[src/rtl/cp0_pkg.sv]
// cp0_pkg: register numbers, exception codes, field positions and
// packing helpers shared by the coprocessor-0 block and its timer.
package cp0_pkg;

  // CP0 register numbers (sel)
  localparam logic [4:0] CP0_COUNT   = 5'd9;
  localparam logic [4:0] CP0_COMPARE = 5'd11;
  localparam logic [4:0] CP0_SR      = 5'd12;
  localparam logic [4:0] CP0_CAUSE   = 5'd13;
  localparam logic [4:0] CP0_EPC     = 5'd14;
  localparam logic [4:0] CP0_PRID    = 5'd15;

  // ExcCode values
  localparam logic [4:0] EXC_INT  = 5'd0;
  localparam logic [4:0] EXC_ADEL = 5'd4;
  localparam logic [4:0] EXC_ADES = 5'd5;
  localparam logic [4:0] EXC_SYS  = 5'd8;
  localparam logic [4:0] EXC_RI   = 5'd10;
  localparam logic [4:0] EXC_OV   = 5'd12;

  // Field positions inside Status / Cause
  localparam int IM_LO        = 10;
  localparam int IM_HI        = 15;
  localparam int IP_LO        = 10;
  localparam int IP_HI        = 15;
  localparam int SR_IE_BIT    = 0;
  localparam int SR_EXL_BIT   = 1;
  localparam int CAUSE_BD_BIT = 31;
  localparam int CAUSE_TI_BIT = 30;
  localparam int EXC_CODE_LO  = 2;
  localparam int EXC_CODE_HI  = 6;

  // Number of hardware interrupt bits (IP2..IP7)
  localparam int N_IP = 6;

  // Status register content as seen by MFC0
  function automatic logic [31:0] pack_status(input logic [N_IP-1:0] im,
                                              input logic exl,
                                              input logic ie);
    logic [31:0] r;
    r                = 32'h0000_0000;
    r[IM_HI:IM_LO]   = im;
    r[SR_EXL_BIT]    = exl;
    r[SR_IE_BIT]     = ie;
    return r;
  endfunction

  // Cause register content as seen by MFC0
  function automatic logic [31:0] pack_cause(input logic bd,
                                             input logic ti,
                                             input logic [N_IP-1:0] ip,
                                             input logic [4:0] code);
    logic [31:0] r;
    r                          = 32'h0000_0000;
    r[CAUSE_BD_BIT]            = bd;
    r[CAUSE_TI_BIT]            = ti;
    r[IP_HI:IP_LO]             = ip;
    r[EXC_CODE_HI:EXC_CODE_LO] = code;
    return r;
  endfunction

endpackage

[src/rtl/cp0_timer_core.sv]
// cp0_timer_core: free-running Count, Compare and the sticky timer
// interrupt flag TI. Writes arrive already qualified by the parent
// (a flushed instruction never reaches here).
module cp0_timer_core (
  input  logic        clk,
  input  logic        rst_n,
  input  logic        count_wen,
  input  logic        compare_wen,
  input  logic [31:0] din,
  output logic [31:0] count,
  output logic [31:0] compare,
  output logic        ti
);

  logic [31:0] count_q, count_d;
  logic [31:0] compare_q, compare_d;
  logic        ti_q, ti_d;

  // Next-state: count up (or load), compare load, TI set on match / clear on Compare write
  always_comb begin
    count_d   = count_q + 32'd1;
    compare_d = compare_q;
    ti_d      = ti_q;
    if (count_wen) begin
      count_d = din;
    end else begin
      count_d = count_q + 32'd1;
    end
    if (compare_wen) begin
      compare_d = din;
      ti_d      = 1'b0;
    end else if (count_q == compare_q) begin
      ti_d      = 1'b1;
    end else begin
      ti_d      = ti_q;
    end
  end

  // Timer state registers with synchronous active-low reset
  always_ff @(posedge clk) begin
    if (!rst_n) begin
      count_q   <= 32'h0000_0000;
      compare_q <= 32'hFFFF_FFFF;
      ti_q      <= 1'b0;
    end else begin
      count_q   <= count_d;
      compare_q <= compare_d;
      ti_q      <= ti_d;
    end
  end

  assign count   = count_q;
  assign compare = compare_q;
  assign ti      = ti_q;

endmodule

[src/rtl/cp0_timer.sv]
// cp0_timer: coprocessor-0 for the multi-cycle MIPS datapath with
// Status/Cause/EPC/PRId, exception entry, ERET and a Count/Compare
// timer feeding IP7.
module cp0_timer
  import cp0_pkg::*;
#(
  parameter int          N_HWINT  = 6,
  parameter int          TIMER_EN = 1,
  parameter logic [31:0] PRID     = 32'h0059_756e
) (
  input  logic               clk,
  input  logic               rst_n,
  input  logic               wen,
  input  logic [4:0]         sel,
  input  logic [31:0]        din,
  output logic [31:0]        dout,
  input  logic [N_HWINT-1:0] hwint,
  input  logic               exc_req,
  input  logic [4:0]         exc_code,
  input  logic               exc_bd,
  input  logic [29:0]        pc,
  input  logic               eret,
  output logic               int_req,
  output logic [29:0]        epc
);

  // Architectural state
  logic [N_IP-1:0]    im_q, im_d;
  logic               exl_q, exl_d;
  logic               ie_q, ie_d;
  logic [N_HWINT-1:0] ip_hw_q, ip_hw_d;
  logic               bd_q, bd_d;
  logic [4:0]         exc_code_q, exc_code_d;
  logic [29:0]        epc_q, epc_d;

  // Derived signals
  logic               wen_eff_s;
  logic [31:0]        count_s;
  logic [31:0]        compare_s;
  logic               ti_s;
  logic [N_IP-1:0]    hw_ext_s;
  logic [N_IP-1:0]    ip_s;

  // An exception flushes the instruction issuing MTC0, so its write is dropped
  assign wen_eff_s = wen & ~exc_req;

  generate
    if (TIMER_EN != 0) begin : g_timer
      cp0_timer_core u_core (
        .clk         (clk),
        .rst_n       (rst_n),
        .count_wen   (wen_eff_s && (sel == CP0_COUNT)),
        .compare_wen (wen_eff_s && (sel == CP0_COMPARE)),
        .din         (din),
        .count       (count_s),
        .compare     (compare_s),
        .ti          (ti_s)
      );
    end else begin : g_no_timer
      assign count_s   = 32'h0000_0000;
      assign compare_s = 32'h0000_0000;
      assign ti_s      = 1'b0;
    end
  endgenerate

  // Widen the sampled interrupt lines to the six IP2..IP7 slots; unused slots read 0
  always_comb begin
    hw_ext_s = {N_IP{1'b0}};
    for (int i = 0; i < N_HWINT; i++) begin
      hw_ext_s[i] = ip_hw_q[i];
    end
  end

  // IP7 also carries the timer interrupt
  assign ip_s = {hw_ext_s[N_IP-1] | ti_s, hw_ext_s[N_IP-2:0]};

  assign int_req = (|(ip_s & im_q)) & ie_q & ~exl_q;
  assign epc     = epc_q;

  // Next-state for Status/Cause/EPC: exception beats ERET beats MTC0
  always_comb begin
    im_d       = im_q;
    exl_d      = exl_q;
    ie_d       = ie_q;
    ip_hw_d    = hwint;
    bd_d       = bd_q;
    exc_code_d = exc_code_q;
    epc_d      = epc_q;
    if (exc_req) begin
      exl_d      = 1'b1;
      exc_code_d = exc_code;
      if (!exl_q) begin
        // first-level entry records the restart point; nested entry keeps it
        bd_d  = exc_bd;
        epc_d = exc_bd ? (pc - 30'd1) : pc;
      end else begin
        bd_d  = bd_q;
        epc_d = epc_q;
      end
    end else begin
      if (wen && (sel == CP0_SR)) begin
        im_d  = din[IM_HI:IM_LO];
        ie_d  = din[SR_IE_BIT];
        exl_d = din[SR_EXL_BIT];
      end else begin
        im_d  = im_q;
        ie_d  = ie_q;
        exl_d = exl_q;
      end
      if (eret) begin
        // ERET wins over a concurrent EXL write from MTC0
        exl_d = 1'b0;
      end else begin
        exl_d = exl_d;
      end
    end
  end

  // Status/Cause/EPC registers with synchronous active-low reset
  always_ff @(posedge clk) begin
    if (!rst_n) begin
      im_q       <= {N_IP{1'b0}};
      exl_q      <= 1'b0;
      ie_q       <= 1'b0;
      ip_hw_q    <= {N_HWINT{1'b0}};
      bd_q       <= 1'b0;
      exc_code_q <= 5'd0;
      epc_q      <= 30'd0;
    end else begin
      im_q       <= im_d;
      exl_q      <= exl_d;
      ie_q       <= ie_d;
      ip_hw_q    <= ip_hw_d;
      bd_q       <= bd_d;
      exc_code_q <= exc_code_d;
      epc_q      <= epc_d;
    end
  end

  // MFC0 read mux, combinational from sel
  always_comb begin
    dout = 32'h0000_0000;
    case (sel)
      CP0_SR:      dout = pack_status(im_q, exl_q, ie_q);
      CP0_CAUSE:   dout = pack_cause(bd_q, ti_s, ip_s, exc_code_q);
      CP0_EPC:     dout = {epc_q, 2'b00};
      CP0_PRID:    dout = PRID;
      CP0_COUNT:   dout = count_s;
      CP0_COMPARE: dout = compare_s;
      default:     dout = 32'h0000_0000;
    endcase
  end

endmodule

[config.mk]
export PLATFORM = sky130hd
export DESIGN_NAME = cp0_timer
export DESIGN_NICKNAME = d
export VERILOG_FILES = /design/src/rtl/cp0_pkg.sv /design/src/rtl/cp0_timer_core.sv /design/src/rtl/cp0_timer.sv
export SDC_FILE = /design/constraint.sdc
export NUM_CORES = 1
export LEC_CHECK = 0
export ABC_AREA = 1
export CAP_MARGIN = 20
export CORE_MARGIN = 2
export CORE_UTILIZATION = 50
export CTS_CLUSTER_SIZE = 25
export DETAILED_ROUTE_END_ITERATION = 12
export PLACE_DENSITY = 0.79
export SLEW_MARGIN = 15
export SYNTH_ARGS = -nofsm -noshare
export SYNTH_HDL_FRONTEND = slang
export SYNTH_SLANG_ARGS = --single-unit
[constraint.sdc]
create_clock -name clk -period 2.5 [get_ports clk]
set_clock_uncertainty 0.1 [all_clocks]
set_input_delay 0.25 -clock clk [delete_from_list [all_inputs] [get_ports clk]]
set_output_delay 0.25 -clock clk [all_outputs]
set_load 0.03 [all_outputs]
# Word-level counts from Yosys, hierarchy flattened
# Index checks and enable logic that the tools add are counted.
# totals
register_bits	115
output_inout_bits	63
wordCells	41
# classes
add_sub_neg	2
n_eq_ne	7
mux	6
bitwise	8
n_reduce_logical	8
# ops
op	count
$pmux 32 s6	1
$add 32x1->32 const B	1
$eq 32x32->1	1
$mux 32	1
$eq 5x4->1 const B	6
$mux 30	1
$sub 30x1->30 const B	1
$and 6x6->6	1
$reduce_or 6->1	1
$reduce_and 2->1	2
$and 1x1->1	3
$logic_and 1x1->1	3
$mux 1	3
$not 1->1	3
$reduce_bool 3->1	1
$reduce_or 2->1	1
$or 1x1->1	1

# Depth between registers and ports, before layout
# Gate-level depths: netlist of run 1.
# logic_depth
ltp_word	5
mapped_depth	12
ltp_nobuf	12

# Cells and area by module
# A second synthesis of run 1 with hierarchy kept.
# hier_totals
hier_cells	1135
hier_area_um2	7061.8
# modules_own_cells
module	n_inst	cells_each	area_each_um2	seq_area_each_um2
cp0_timer_core	1	571	3661.0	1301.2
cp0_timer	1	564	3400.8	1001.0

# Least setup slack after synthesis of run 1
# OpenSTA, ideal clock, no wires.
# synth_timing
path_kind	input-to-output
from	input port sel[3]
to	output port dout[2]
t_arrival_ps	1467
required_ps	2150
setup_slack_ps	683
cell_stages	6
path_cell_list	inv_1 > nor2_4 > nand4_1 > buf_2 > clkbuf_1 > o2111ai_1
# synth_via
elab_chain_len	2
# synth_rtl
element	line	text
start, declared	cp0_timer.sv:14	input logic [4:0] sel,
$eq 5x4->1	cp0_timer.sv:143	case (sel)
$pmux 32 s6 *	cp0_timer.sv:143	
end, declared	cp0_timer.sv:16	output logic [31:0] dout,
# Every way passes the cells marked *; elsewhere a longest branch is shown, timed or not.

# Worst setup path in the final report of run 1
# layout_timing
from	input port sel[1]
to	output port dout[14]
# The elaborated chain is that of the path after synthesis.

==> results.sh, run 1 <==
export IMPL_status="finished, final reports clean"
export IMPL_holdCritPathClass="in2reg"
export IMPL_antenna_found_initial=0
export IMPL_multi_input_area_sq_mm=0.00384
export IMPL_cp_data_required_time_ps=2150
export IMPL_clockRootBuffer="clkbuf_16"
export IMPL_finalWorstSetupSlack_ps=57.3
export IMPL_grt_max_degree=47
export IMPL_p_per_area_mw_per_mm2=561
export IMPL_wl_um=23100
export IMPL_grt_pass1_wl_um=36700
export IMPL_whs_ps=208
export IMPL_clock_path_buffers=2
export IMPL_start_kind="primary input"
export IMPL_ys_seq_area_share_pct=33.5
export IMPL_ys_ff_latch=115
export IMPL_highest_layer="met4"
export IMPL_crit_arrival_ps=2090
export IMPL_initial_utilization_pct=51.5
export IMPL_nNetsFinal=1279
export IMPL_die_height_um=121
export IMPL_gp_congestion=0.978
export IMPL_wl_per_cell_um=16.7
export IMPL_cts_reportedPaths_clkPinSlew_ps=60
export IMPL_ios=147
export IMPL_drive_above_1_share_pct=10.4
export IMPL_critical_path_cell_chain="clkdlybuf4s50_1, inv_1, nand4_1, inv_1, a22oi_1, o2111ai_1, buf_12"
export IMPL_crit_path_frequent_cell="inv_1"
export IMPL_cts_made_buffers=17
export IMPL_reg2reg_from="g_timer.u_core.count[0]"
export IMPL_antenna_left=0
export IMPL_synth_fp_nets=1134
export IMPL_setup_viol=0
export IMPL_synth_edf_count=0
export IMPL_totalPowerFinal_mw=5.21
export IMPL_crit_cells=7
export IMPL_fill_cells=1189
export IMPL_area_delta_synth_final_pct=35.1
export IMPL_cts_sinks=115
export IMPL_htree_levels=4
export IMPL_cp_endpoint="dout[14]"
export IMPL_fmax_ghz=0.409
export IMPL_hpwl_um=17800
export IMPL_grt_ovfl_total=0
export IMPL_crit_path_end_kind="primary output"
export IMPL_syn_area_sq_mm=0.00687
export IMPL_cts_tree="done"
export IMPL_synth_area_leaders="dfxtp_1 34%, nand2_1 14%, inv_1 7.4%"
export IMPL_max_stage_delay_ps=580
export IMPL_power_leakage_nw=3.97
export IMPL_drv_slew=0
export IMPL_cts_setup_buffers=0
export IMPL_crit_slowest_cell="clkdlybuf4s50_1"
export IMPL_antenna_cells=0
export IMPL_dieArea_sq_mm=0.0147
export IMPL_seq_area_sq_mm=0.00230
export IMPL_synth_ff_type="dfxtp_1"
export IMPL_synth_largest_area_cell="dfxtp_1"
export IMPL_row_count=42
export IMPL_drtPass1Iterations=5
export IMPL_period_share_pct=97.7
export IMPL_synthArstFlopShare_pct=0
export IMPL_drv_cap=0
export IMPL_io_buffers=146
export IMPL_yosys_warnings=0
export IMPL_worstMarginPinSlew_ps=561
export IMPL_crit_family="buffers and inverters"
export IMPL_placed_cells=1350
export IMPL_synth_distinct_cells=40
export IMPL_viasPerCell=5.49
export IMPL_hold_path_startpoint="rst_n"
export IMPL_rsz0062_at_grt="true"
export IMPL_hold_violations=0
export IMPL_grt_usage_pct=32.3
export IMPL_clock_latency_ps=420
export IMPL_remaining_drc_errors=0
export IMPL_avgSynthCellArea_sq_um=6.55
export IMPL_dp_slack_ps=131
export IMPL_die_w_um=121
export IMPL_crit_buf_inv=4
export IMPL_r2r_end="g_timer.u_core.count[30]"
export IMPL_yosysMostFrequentCell="nand2_1"
export IMPL_drt_iter0_markers=768
export IMPL_period_minus_slack_ps=2440
export IMPL_coreArea_sq_mm=0.0133
export IMPL_r2r_setup_slack_ps=580
export IMPL_criticalPathCategory="in2out"
export IMPL_grt_pass1_vias=7143
export IMPL_netlist_top_cells_count="254 x nand2_1, 135 x inv_1, 115 x dfxtp_1"
export IMPL_synthCells=1048
export IMPL_fin_cells=1382
export IMPL_crit_path_max_fanout=12
export IMPL_met1_length_um=9830
export IMPL_peakVddDrop_uv=499
export IMPL_rr_worst_depth=10
export IMPL_vias=7587
export IMPL_startpoint="sel[1]"
export IMPL_dr_wl_met2_um=10400
export IMPL_wl_met3_um=2060
export IMPL_max_slew_margin_pct=62.6
export IMPL_yosys_area_top_type_share_pct=33.5
## how the worst min path moves through the flow
stage	endpoint	slack, ps	cells after the start
global placement	im_q[2]	360	2
finish	g_timer.u_core.compare[27]	210	2
detailed placement	ie_q	370	2
floorplan	hw_ext_s[0]	250	2
CTS	g_timer.u_core.compare[24]	180	2
global route	g_timer.u_core.compare[28]	210	2
## through the flow
step / util (%) / area, sq um / setup TNS, ps
after floorplan: - / 6870 / 0
after global placement: 64.8 / 8650 / 0
after detailed placement: 64.8 / 8650 / 0
after CTS: 69.4 / 9270 / 0
after global routing: 69.5 / 9280 / -1.15
final: 69.5 / 9280 / 0
## power breakdown
group / switching [mW] / internal, mW / total (mW)
registers: 0.0694 / 1.90 / 1.97
clock network: 0.932 / 1.60 / 2.53
logic: 0.387 / 0.317 / 0.704
total: 1.39 / 3.82 / 5.21
## layout make-up
type                    instances  area share (%)
clock buffers                  18            4.73
clock inverters                14            1.92
inverters                     143            5.81
multi-input cells             748            41.4
flip-flops and latches        115            24.8
well taps                     176            2.37
repair buffers                168            18.9
## state kept, by name, indices dropped and copies added (netlist names)
name,flops
exc_code_q,5
epc,30
exl_q,1
g_timer.u_core.count,32
g_timer.u_core.ti,1
bd_q,1
im_q,6
hw_ext_s,6
g_timer.u_core.compare,32
ie_q,1
## worst reg2reg max path, delay by kind of cell, from the launching register on
family | cells | cell delay, ps
and+or+nand+nor | 8 | 1000
DFF | 1 | 410
adders and majority gates | 1 | 240
buffers and inverters | 1 | 50
## per-layer routing
metal,global-route usage [%],vias to the layer above
met5,0,-
met4,15.0,0
met3,7.10,60
met2,51.3,382
met1,42.0,3428
li1,-,3717
## what timing repair did
item	4_1_cts	5_1_grt
endpoints found under the hold margin	0	0
endpoints found under the setup margin	0	2
gates resized for setup	0	4
hold buffers	0	0
## cell families (layout without fill, tap and decap cells)
kind of cell,after synthesis,after routing,synth area share [%]
adder cells (fa/ha/maj),2,2,0.364
AND/OR/NAND/NOR,499,499,31.8
buffers and inverters,185,343,10.7
AO/OA/AOI/OAI,189,189,16.2
XOR/XNOR,58,58,7.40
flip-flops,115,115,33.5
## layout by cell type (no fill, tap or decap), drive strengths merged
cell type,n
dfxtp,115
nor2b,1
o21ai,69
xor2,29
bufinv,3
a21oi,59
clkdlybuf4s50,113
clkinv,5
nand4,25
xnor2,29
nand2,258
o221ai,9
ha,2
clkinvlp,4
and3,1
clkbuf,18
o211ai,24
nand3b,1
nor3b,1
o22ai,4
nor3,18
o221a,1
o2111ai,6
buf,55
a22oi,4
nand3,87
o21bai,9
a31oi,3
nor2,102
inv,145
o21a,1
or2,5
No activity file was read; power rests on OpenSTA's default activity.
==> run 2: changes to the inputs <==
- CORE_UTILIZATION: 50 -> 47
- PLACE_DENSITY: 0.79 -> 0.78
- clock period: 2.5 -> 2.24 ns (I/O delays scaled with it)
==> run 2 against run 1 <==
Effect of this change: worst setup slack got worse by 15 ps; clock-buffer cell count rose by 1; total power rose by 15%; die area rose by 6.2%; worst hold slack got worse by 84 ps; wire length rose by 1.1%.
==> results.sh, run 2 (synthesis results as in run 1) <==
export IMPL_status="finished, final reports clean"
export IMPL_coreArea_sq_mm=0.0144
export IMPL_fill_cells=1284
export IMPL_period_minus_slack_ps=2200
export IMPL_clock_latency_ps=440
export IMPL_hold_path_startpoint="rst_n"
export IMPL_critical_path_cell_chain="clkdlybuf4s50_1, inv_1, nand4_1, buf_6, buf_4, inv_2, a21oi_1, o2111ai_2, buf_12"
export IMPL_remaining_drc_errors=0
export IMPL_cts_made_buffers=17
export IMPL_drv_slew=0
export IMPL_die_height_um=125
export IMPL_gp_congestion=0.940
export IMPL_drv_cap=0
export IMPL_seq_area_sq_mm=0.00230
export IMPL_totalPowerFinal_mw=6.01
export IMPL_rsz0062_at_grt="false"
export IMPL_drt_iter0_markers=860
export IMPL_clockRootBuffer="clkbuf_16"
export IMPL_nNetsFinal=1300
export IMPL_grt_pass1_vias=7092
export IMPL_setup_viol=0
export IMPL_die_w_um=125
export IMPL_fin_setup_tns_ps=0
export IMPL_crit_arrival_ps=1870
export IMPL_wl_um=23400
export IMPL_io_buffers=146
export IMPL_crit_family="buffers and inverters"
export IMPL_antenna_found_initial=0
export IMPL_drive_above_1_share_pct=12.4
export IMPL_crit_slowest_cell="clkdlybuf4s50_1"
export IMPL_crit_buf_inv=6
export IMPL_multi_input_area_sq_mm=0.00386
export IMPL_crit_path_max_fanout=5
export IMPL_p_per_area_mw_per_mm2=625
export IMPL_fmax_ghz=0.455
export IMPL_area_delta_synth_final_pct=40.0
export IMPL_htree_levels=4
export IMPL_grt_ovfl_total=0
export IMPL_cts_sinks=115
export IMPL_criticalPathCategory="in2out"
export IMPL_grt_usage_pct=29.7
export IMPL_vias=7687
export IMPL_cp_data_required_time_ps=1920
export IMPL_initial_utilization_pct=47.6
export IMPL_max_slew_margin_pct=67.6
export IMPL_max_stage_delay_ps=550
export IMPL_hpwl_um=17800
export IMPL_wl_per_cell_um=16.6
export IMPL_clock_path_buffers=2
export IMPL_antenna_left=0
export IMPL_whs_ps=124
export IMPL_layout_commonest_cell="nand2_1"
export IMPL_worstMarginPinSlew_ps=482
export IMPL_utilization_pct=66.7
export IMPL_drtPass1Iterations=5
export IMPL_holdCritPathClass="in2reg"
export IMPL_reg2reg_from="g_timer.u_core.count[0]"
export IMPL_grt_max_degree=48
export IMPL_grt_pass1_wl_um=36900
export IMPL_hold_violations=0
export IMPL_ios=147
export IMPL_peakVddDrop_uv=579
export IMPL_dieArea_sq_mm=0.0156
export IMPL_final_cell_mix="254 x nand2_1, 133 x inv_1, 115 x dfxtp_1"
export IMPL_cts_tree="done"
export IMPL_startpoint="sel[1]"
export IMPL_finish_instance_area_sq_mm=0.00962
export IMPL_cts_reportedPaths_clkPinSlew_ps=60
export IMPL_start_kind="primary input"
export IMPL_crit_path_end_kind="primary output"
export IMPL_viasPerCell=5.44
export IMPL_placed_area_sq_mm=0.00888
export IMPL_row_count=44
export IMPL_power_leakage_nw=4.16
export IMPL_period_share_pct=98.1
[run 2: changes by cell type in the layout (fill, tap and decap cells not counted), sizes merged]
cell	change
clkdlybuf4s50	-4
clkbuf	+2
bufinv	+1
diode	+1
clkinv	-1
buf	+20
dlygate4sd2	+2
inv	+1
clkinvlp	-2
dlymetal6s2s	+2
[run 2: layout make-up]
cell class	count	area share (%)
Antenna cell	1	0.0260
Clock buffer	19	4.71
Clock inverter	13	2.04
Inverter	143	5.58
Multi-Input combinational cell	748	40.1
Sequential cell	115	23.9
Tap cell	184	2.39
Timing Repair Buffer	189	21.2
[run 2: timing repair]
item,CTS,global route
cloned,0,1
buffers inserted,1,3
pin swaps,1,4
hold buffers,0,0
gates resized for setup,3,16
endpoints found under the setup margin,7,23
[run 2: worst register-to-register path: cells and delay by family, from the launching register on]
family          cells  cell delay (ps)
flops               1              430
simple gates        5              640
fa+ha+maj           1              250
buf+inv             2              200
compound gates      2              280
[run 2: layer usage]
layer  vias up  GRT usage, %  part of all wire (%)
met1      3516          41.1                    43
met2       376          45.9                    45
li1       3750             -                     -
met3        45          6.44                   9.3
met5         -             0                     0
met4         0          10.1                   2.3
[run 2: metrics by stage]
stage	cells	setup WS, ps
final	1412	42.3
after global routing	1411	12.9
after CTS	1407	10.8
after detailed placement	1374	-30.7
after global placement	1374	3.18
after floorplan	1048	475
[run 2: path summary, 6_finish.rpt]
path | endpoint | slack, ps | cells past startpoint
max | dout[14] | 40 | 9
min | g_timer.u_core.compare[11] | 120 | 3
max reg2reg | g_timer.u_core.count[22] | 250 | 10
min reg2reg | g_timer.u_core.ti | 390 | 2
[run 2: where the power goes]
group          total (mW)  internal [mW]  switching [mW]  leakage, nW
Clock                3.01           1.94            1.07        0.311
Combinational       0.813          0.373           0.440         2.91
Sequential           2.19           2.12          0.0723        0.939
Total                6.01           4.43            1.58         4.16
